## src/rtl/serial_adder_pkg.sv

```systemverilog
// Shared definitions for the bit-serial adder controller: state encoding and default width.
package serial_adder_pkg;
    localparam int DEF_WIDTH = 8;

    typedef logic [1:0] state_t;
    localparam state_t IDLE = 2'b00;
    localparam state_t RUN  = 2'b01;
    localparam state_t DONE = 2'b10;
endpackage

```

## src/rtl/serial_adder_ctrl_if.sv

```systemverilog
// Requester-side handshake and result bus of the serial adder controller.
interface serial_adder_ctrl_if #(parameter int WIDTH = 8);
    logic             start;
    logic [WIDTH-1:0] a;
    logic [WIDTH-1:0] b;
    logic             c_in;
    logic             busy;
    logic             done;
    logic [WIDTH-1:0] sum;
    logic             c_out;
    logic             ovf;

    modport master (
        output start, a, b, c_in,
        input  busy, done, sum, c_out, ovf
    );

    modport slave (
        input  start, a, b, c_in,
        output busy, done, sum, c_out, ovf
    );
endinterface

```

## src/rtl/serial_adder_ctrl_fa.sv

```systemverilog
// One-bit behavioral full adder shared across all bit positions.
module serial_adder_ctrl_fa (
    input  logic x,
    input  logic y,
    input  logic c_in,
    output logic sum,
    output logic c_out
);
    assign sum   = x ^ y ^ c_in;
    assign c_out = (x & y) | (c_in & (x ^ y));
endmodule

```

## src/rtl/serial_adder_ctrl.sv

```systemverilog
// Bit-serial adder: one full adder sequenced LSB-first over WIDTH cycles,
// carry held in a flop between bit positions, registered sum/c_out/ovf.
import serial_adder_pkg::*;

module serial_adder_ctrl #(
    parameter int WIDTH = DEF_WIDTH
) (
    input  logic                i_clk,
    input  logic                i_rst,
    serial_adder_ctrl_if.slave  bus
);
    localparam int CNT_W = $clog2(WIDTH);

    state_t             r_state;
    state_t             w_next;
    logic [WIDTH-1:0]   r_a;
    logic [WIDTH-1:0]   r_b;
    logic [WIDTH-1:0]   r_res;
    logic               r_carry;
    logic [CNT_W-1:0]   r_cnt;
    logic [WIDTH-1:0]   r_sum;
    logic               r_cout;
    logic               r_ovf;
    logic               w_fa_sum;
    logic               w_fa_cout;
    logic               w_last;
    logic               w_busy;
    logic               w_done;

    serial_adder_ctrl_fa u_fa (
        .x     (r_a[0]),
        .y     (r_b[0]),
        .c_in  (r_carry),
        .sum   (w_fa_sum),
        .c_out (w_fa_cout)
    );

    assign w_last = (r_cnt == CNT_W'(WIDTH - 1));

    always_ff @(posedge i_clk) begin
        if (i_rst) r_state <= IDLE;
        else       r_state <= w_next;
    end

    always_comb begin
        w_next = r_state;
        case (r_state)
            IDLE:    if (bus.start) w_next = RUN;
            RUN:     if (w_last)    w_next = DONE;
            DONE:    w_next = IDLE;
            default: w_next = IDLE;
        endcase
    end

    always_comb begin
        w_busy = (r_state == RUN);
        w_done = (r_state == DONE);
    end

    // Results are only written on the last bit, so outputs hold through IDLE and RUN.
    always_ff @(posedge i_clk) begin
        if (i_rst) begin
            r_a     <= '0;
            r_b     <= '0;
            r_res   <= '0;
            r_carry <= 1'b0;
            r_cnt   <= '0;
            r_sum   <= '0;
            r_cout  <= 1'b0;
            r_ovf   <= 1'b0;
        end else begin
            case (r_state)
                IDLE: if (bus.start) begin
                    r_a     <= bus.a;
                    r_b     <= bus.b;
                    r_carry <= bus.c_in;
                    r_res   <= '0;
                    r_cnt   <= '0;
                end
                RUN: begin
                    r_res   <= {w_fa_sum, r_res[WIDTH-1:1]};
                    r_carry <= w_fa_cout;
                    r_a     <= r_a >> 1;
                    r_b     <= r_b >> 1;
                    if (w_last) begin
                        r_sum  <= {w_fa_sum, r_res[WIDTH-1:1]};
                        r_cout <= w_fa_cout;
                        // r_carry here is the carry into the MSB
                        r_ovf  <= r_carry ^ w_fa_cout;
                    end else begin
                        r_cnt  <= r_cnt + CNT_W'(1);
                    end
                end
                default: ;
            endcase
        end
    end

    assign bus.busy  = w_busy;
    assign bus.done  = w_done;
    assign bus.sum   = r_sum;
    assign bus.c_out = r_cout;
    assign bus.ovf   = r_ovf;
endmodule

```

## src/flat_wrapper.sv

```systemverilog
// flat-port wrapper written by rule: the top's interface ports become plain ports
module serial_adder_ctrl_flat 
#(
    parameter int WIDTH = DEF_WIDTH
)
  (i_clk, i_rst, bus_start, bus_a, bus_b, bus_c_in, bus_busy, bus_done, bus_sum, bus_c_out, bus_ovf);
  serial_adder_ctrl_if #(.WIDTH(WIDTH)) bus_i ();
  input  logic i_clk;
  input  logic i_rst;
  input wire logic [$bits(bus_i.start)-1:0] bus_start;
  input wire logic [$bits(bus_i.a)-1:0] bus_a;
  input wire logic [$bits(bus_i.b)-1:0] bus_b;
  input wire logic [$bits(bus_i.c_in)-1:0] bus_c_in;
  output wire logic [$bits(bus_i.busy)-1:0] bus_busy;
  output wire logic [$bits(bus_i.done)-1:0] bus_done;
  output wire logic [$bits(bus_i.sum)-1:0] bus_sum;
  output wire logic [$bits(bus_i.c_out)-1:0] bus_c_out;
  output wire logic [$bits(bus_i.ovf)-1:0] bus_ovf;
  assign bus_i.start = bus_start;
  assign bus_i.a = bus_a;
  assign bus_i.b = bus_b;
  assign bus_i.c_in = bus_c_in;
  assign bus_busy = bus_i.busy;
  assign bus_done = bus_i.done;
  assign bus_sum = bus_i.sum;
  assign bus_c_out = bus_i.c_out;
  assign bus_ovf = bus_i.ovf;
  serial_adder_ctrl #(.WIDTH(WIDTH)) u_core (.i_clk(i_clk), .i_rst(i_rst), .bus(bus_i));
endmodule
```

## config.mk

```make
export PLATFORM = sky130hd
export DESIGN_NAME = serial_adder_ctrl_flat
export DESIGN_NICKNAME = d
export VERILOG_FILES = /design/src/rtl/serial_adder_pkg.sv /design/src/rtl/serial_adder_ctrl_if.sv /design/src/rtl/serial_adder_ctrl_fa.sv /design/src/rtl/serial_adder_ctrl.sv /design/src/flat_wrapper.sv
export SDC_FILE = /design/constraint.sdc
export NUM_CORES = 1
export LEC_CHECK = 0
export CORE_MARGIN = 5
export CORE_UTILIZATION = 51
export CTS_BUF_LIST = sky130_fd_sc_hd__clkbuf_16
export DETAILED_ROUTE_END_ITERATION = 10
export PLACE_DENSITY = 0.78
export SYNTH_ARGS = -nofsm -noshare
export SYNTH_HDL_FRONTEND = slang
export SYNTH_SLANG_ARGS = --single-unit
```

## constraint.sdc

```tcl
create_clock -name i_clk -period 1.5 [get_ports i_clk]
set_input_delay 0.225 -clock i_clk [delete_from_list [all_inputs] [get_ports i_clk]]
set_output_delay 0.225 -clock i_clk [all_outputs]
set_load 0.03 [all_outputs]
```

==> Word-level counts from Yosys, hierarchy flattened <==
Index checks and enable logic that the tools add are counted.
{ "op_classes": {"add_sub_neg": 1, "n_mux": 14, "eq_ne": 6, "bitwise_logic": 6, "reduce_logical": 6} }
{ "ops": {"columns": ["operator", "count"], "rows": [
  ["one-hot mux 8 bit (2 select lines)", 3],
  ["2-to-1 mux 8 bit", 3],
  ["2-to-1 mux 3 bit", 2],
  ["one-hot mux 3 bit (2 select lines)", 1],
  ["AND reduction 2 bit", 3],
  ["2-to-1 mux 2 bit", 2],
  ["inequality test 2 bit (second input constant)", 2],
  ["one-hot mux 2 bit (2 select lines)", 1],
  ["adder 3 x 1 -> 3 bit (second input constant)", 1],
  ["equality test 3 bit (second input constant)", 1],
  ["AND reduction 3 bit", 1],
  ["XOR 1 bit", 3],
  ["bitwise AND 1 bit", 2],
  ["equality test 2 x 1 -> 1 bit (second input constant)", 1],
  ["equality test 2 bit (second input constant)", 1],
  ["zero test 2 bit", 1],
  ["inequality test 2 x 1 -> 1 bit (second input constant)", 1],
  ["one-hot mux 1 bit (2 select lines)", 1],
  ["nonzero test 2 bit", 1],
  ["2-to-1 mux 1 bit", 1],
  ["OR 1 bit", 1]
]} }
{ "totals": {"regBits": 40, "input_bits": 20, "out_inout_bits": 12} }

==> Logic depth before layout (Yosys ltp) <==
{ "depth": {"depth_word": 4, "depth_mapped": 7, "ltp_nobuf": 5} }

==> Hierarchy <==
A second synthesis with hierarchy kept.
{ "unflattened": {"cells_unflattened": 169, "hier_area_um2": 1696.6} }
{ "by_module_without_submodules": {"columns": ["mod", "area_per_inst_um2", "cells_each", "instances"], "rows": [
  ["serial_adder_ctrl", 1676.6, 168, 1],
  ["serial_adder_ctrl_fa", 20.0, 1, 1]
]} }

==> Least setup slack after synthesis <==
No wires, ideal clock.
{ "synth_path": {"path_type": "register to register", "startpoint": "reg u_core.r_cnt[0]", "endpoint": "reg u_core.r_ovf, in the netlist u_core.bus.ovf", "setup_ns": 0.086, "path_buffers": 2, "synth_period_minus_slack_ns": 1.406, "setup_slack_ns": 0.094, "stages_incl_launch_ff": 7, "arrival_ns": 1.320, "required_time_ns": 1.414, "path_cell_list": "dfxtp_1 > ha_1 > ha_1 > clkbuf_2 > and3b_1 > buf_4 > a211oi_1"} }
{ "synth_between": {"elab_chain_len": 2} }
{ "synth_lines": {"columns": ["element", "line_no", "rtl"], "rows": [
  ["from (decl)", "serial_adder_ctrl.sv:20", "logic [CNT_W-1:0] r_cnt;"],
  ["from (signal assigned)", "serial_adder_ctrl.sv:91", "r_cnt <= r_cnt + CNT_W'(1);"],
  ["equality test 3 bit", "serial_adder_ctrl.sv:38", "assign w_last = (r_cnt == CNT_W'(WIDTH - 1));"],
  ["AND reduction 2 bit (no source line)", null, null],
  ["to (signal assigned)", "serial_adder_ctrl.sv:89", "r_ovf <= r_carry ^ w_fa_cout;"],
  ["to (decl)", "serial_adder_ctrl.sv:23", "logic r_ovf;"]
]} }
Every way passes these cells.
A chain may end at the register's enable or synchronous reset.

==> Worst setup path in the final report <==
{ "layout_path": {"startpoint": "reg u_core.r_cnt[0]", "endpoint": "reg u_core.r_cnt[0]"} }
{ "layout_between": {"elab_chain_len": 3, "elab_cells_between_ends": 6, "classes_between": "add/sub: 1; eq/ne: 2; mux: 2; reduce/logical: 1"} }
{ "layout_lines": {"columns": ["element", "line_no"], "rows": [
  ["adder 3 x 1 -> 3 bit / equality test 3 bit (equally long branches)", "serial_adder_ctrl.sv:91, serial_adder_ctrl.sv:38"],
  ["2-to-1 mux 3 bit / inequality test 2 bit (equally long branches)", null],
  ["one-hot mux 3 bit (2 select lines) / AND reduction 3 bit (equally long branches)", null]
]} }
Parallel ways exist; a longest one is shown, timed or not. The select of a mux whose other input is x is not followed.

==> reports/qor.yml <==
status: "finished, final reports clean"
synth_top_cell_area_share_pct: 45.02
synthCells: 174
hold_path_class: "reg2reg"
final_area_um2: 2246
num_vias: 1355
path_clk_slew_ns: 0.06
antenna_found_initial: 0
grt.total_usage_pct: 16.87
fin_skew_ns: 0.003639
diodes: 0
p_total_uw: 2415
cts_tree: "done"
dp_cells: 246
cts_root_buffer: "clkbuf_16"
crit_path_end_kind: "flip-flop"
relSlewSlack_pct: 79.19
timing.final.crit_share_pct: 94.88
coreArea_um2: 3311
yosysTopAreaCell: "dfxtp_1"
clock-sinks: 39
powerDensity_nw_per_um2: 1075
final_nets: 233
drtPass1Iterations: 4
dpl-instance-area_um2: 2078
crit_fanout: 6
crit_required_ns: 1.71
synth_area_um2: 1734
die-area_um2: 4666
layoutNonFillerInstCount: 257
drt_iter0_markers: 151
die_h_um: 68.31
synth_area_leaders: "dfxtp_1 45%, a211oi_2 11%, mux2i_1 9.2%"
setup_violations: 0
cts-buffers-inserted: 5
finalHoldViolCount: 0
grt_max_degree: 23
hold_path_depth: 2
totalWireLength_mm: 3.609
gp_congestion: 0.7189
synthArstFlopShare_pct: 0
grt_pass1_vias: 1356
clock_latency_ns: 0.28
wire_per_inst_um: 14.04
ys_types: 28
ant_nets: 0
drive_gt1_share_pct: 19.91
start_util_pct: 52.38
layout_commonest_cell: "dfxtp_1"
num_rows: 21
grt_pass1_wl_mm: 5.768
synth-seq-cells: 39
seq_area_frac_synth_pct: 45.02
grt_overflow: 0
via_per_inst: 5.272
vdd_drop_max_v: 0.0006593
leakagePower_uw: 0.0008903
final_max_slew_viol_count: 0
cts.path.max_buffers: 2
synth_edf_count: 0
worstMarginPinSlew_ns: 0.3134
crit_type: "reg2reg"
r2r_cells: 6
die_x_um: 68.31
max_clock_freq_mhz: 702.7
yosysWarnings: 0
cts-htree-levels: 2
dp_hpwl_mm: 2.489
drc_errors: 0
synth_fp_nets: 197
arrival_ns: 1.63
numPortBuffers: 31
synth_ff_type: "dfxtp_1"
synthToLayoutAreaGrowth_pct: 29.51
critPathLaunchType: "flip-flop"
top_level_ports: 32
final.min_clock_period_ns: 1.423
avgSynthCellArea_um2: 9.966
final_cell_mix: "38 x dfxtp_1, 27 x nor2_1, 21 x nand2_1, 19 x clkdlybuf4s50_1, 16 x mux2i_1"
max-cap-violations: 0
metal layers:
metal	track usage, %	part of all wire [%]	vias up
li1	-	-	680
met4	5.955	1.4	0
met5	0	0	-
met3	6.404	5.4	8
met2	29.72	52	34
met1	18.31	41	633
critical path, cell delays in order, from the launching register on:
cell,delay [ns]
dfxtp_2,0.34
ha_1,0.21
ha_2,0.19
buf_4,0.16
nor4b_2,0.24
a31oi_1,0.07
a21oi_1,0.14
where the power goes:
| part | switching, uW | total (uW) | internal (uW) |
|---|---|---|---|
| combinational | 144 | 307 | 163 |
| clock | 391 | 994 | 603 |
| sequential | 29.9 | 1110 | 1080 |
| total | 565 | 2410 | 1850 |
cell usage after synthesis, types with 2 or more instances:
cell / count
dfxtp_1: 39
nor2_1: 27
nand2_1: 21
mux2i_1: 16
a211oi_2: 15
a21oi_1: 10
a22oi_1: 9
buf_6: 5
nand3_1: 4
a31oi_1: 3
buf_2: 3
buf_4: 3
clkbuf_1: 2
ha_1: 2
nor2b_1: 2
stage by stage:
stage / hold slack [ns] / utilization, % / TNS, ns / setup WS (ns)
2_1_floorplan: 0.3733 / - / 0 / 0.09398
3_3_place_gp: 0.4434 / 62.77 / 0 / 0.06293
3_5_place_dp: 0.4501 / 62.77 / 0 / 0.003216
4_1_cts: 0.4535 / 67.31 / 0 / 0.01428
5_1_grt: 0.4836 / 67.84 / -0.02869 / -0.02080
6_report: 0.4511 / 67.84 / 0 / 0.07683
what timing repair did:
item	in CTS	in global routing
setup buffers	2	1
gates resized for setup	14	3
setup endpoints to repair	13	11
cloned	0	0
hold buffers	0	0
endpoints found under the hold margin	0	0
pin swaps	0	3
sequential cells by signal, indices dropped and copies added (netlist names):
register	count
u_core.bus.sum	8
u_core.r_a	8
u_core.r_b	8
u_core.r_res	7
u_core.r_cnt	3
u_core.r_state	2
u_core.bus.c_out	1
u_core.bus.ovf	1
u_core.r_carry	1
cell families (layout without fill, tap and decap cells):
group | after synthesis | count (layout) | synth area share [%]
xor gates and xnor gates | 1 | 1 | 0.5051
and+or+nand+nor | 59 | 59 | 14.72
muxes | 16 | 16 | 9.235
adders and majority gates | 3 | 3 | 2.597
DFF | 39 | 39 | 45.02
AOI/OAI and AO/OA | 40 | 40 | 20.71
buffers and inverters | 16 | 53 | 7.214
layout make-up:
cell class / instances / area [um2]
clock buffer: 5 / 125.1
clock inverter: 3 / 15.01
fill: 286 / 1065
inverter: 1 / 3.754
multi-input combinational: 119 / 838.3
sequential: 39 / 782.0
tap: 46 / 57.56
timing repair buffer: 44 / 424.2
final timing paths:
check                                      start  slack (ns)                to
worst min-delay path            u_core.bus.c_out        0.45  u_core.bus.c_out
worst max-delay path             u_core.r_cnt[0]        0.08   u_core.r_cnt[0]
worst max register to register   u_core.r_cnt[0]        0.08   u_core.r_cnt[0]
worst min register to register  u_core.bus.c_out        0.45  u_core.bus.c_out
No activity file was read; power rests on OpenSTA's default activity.
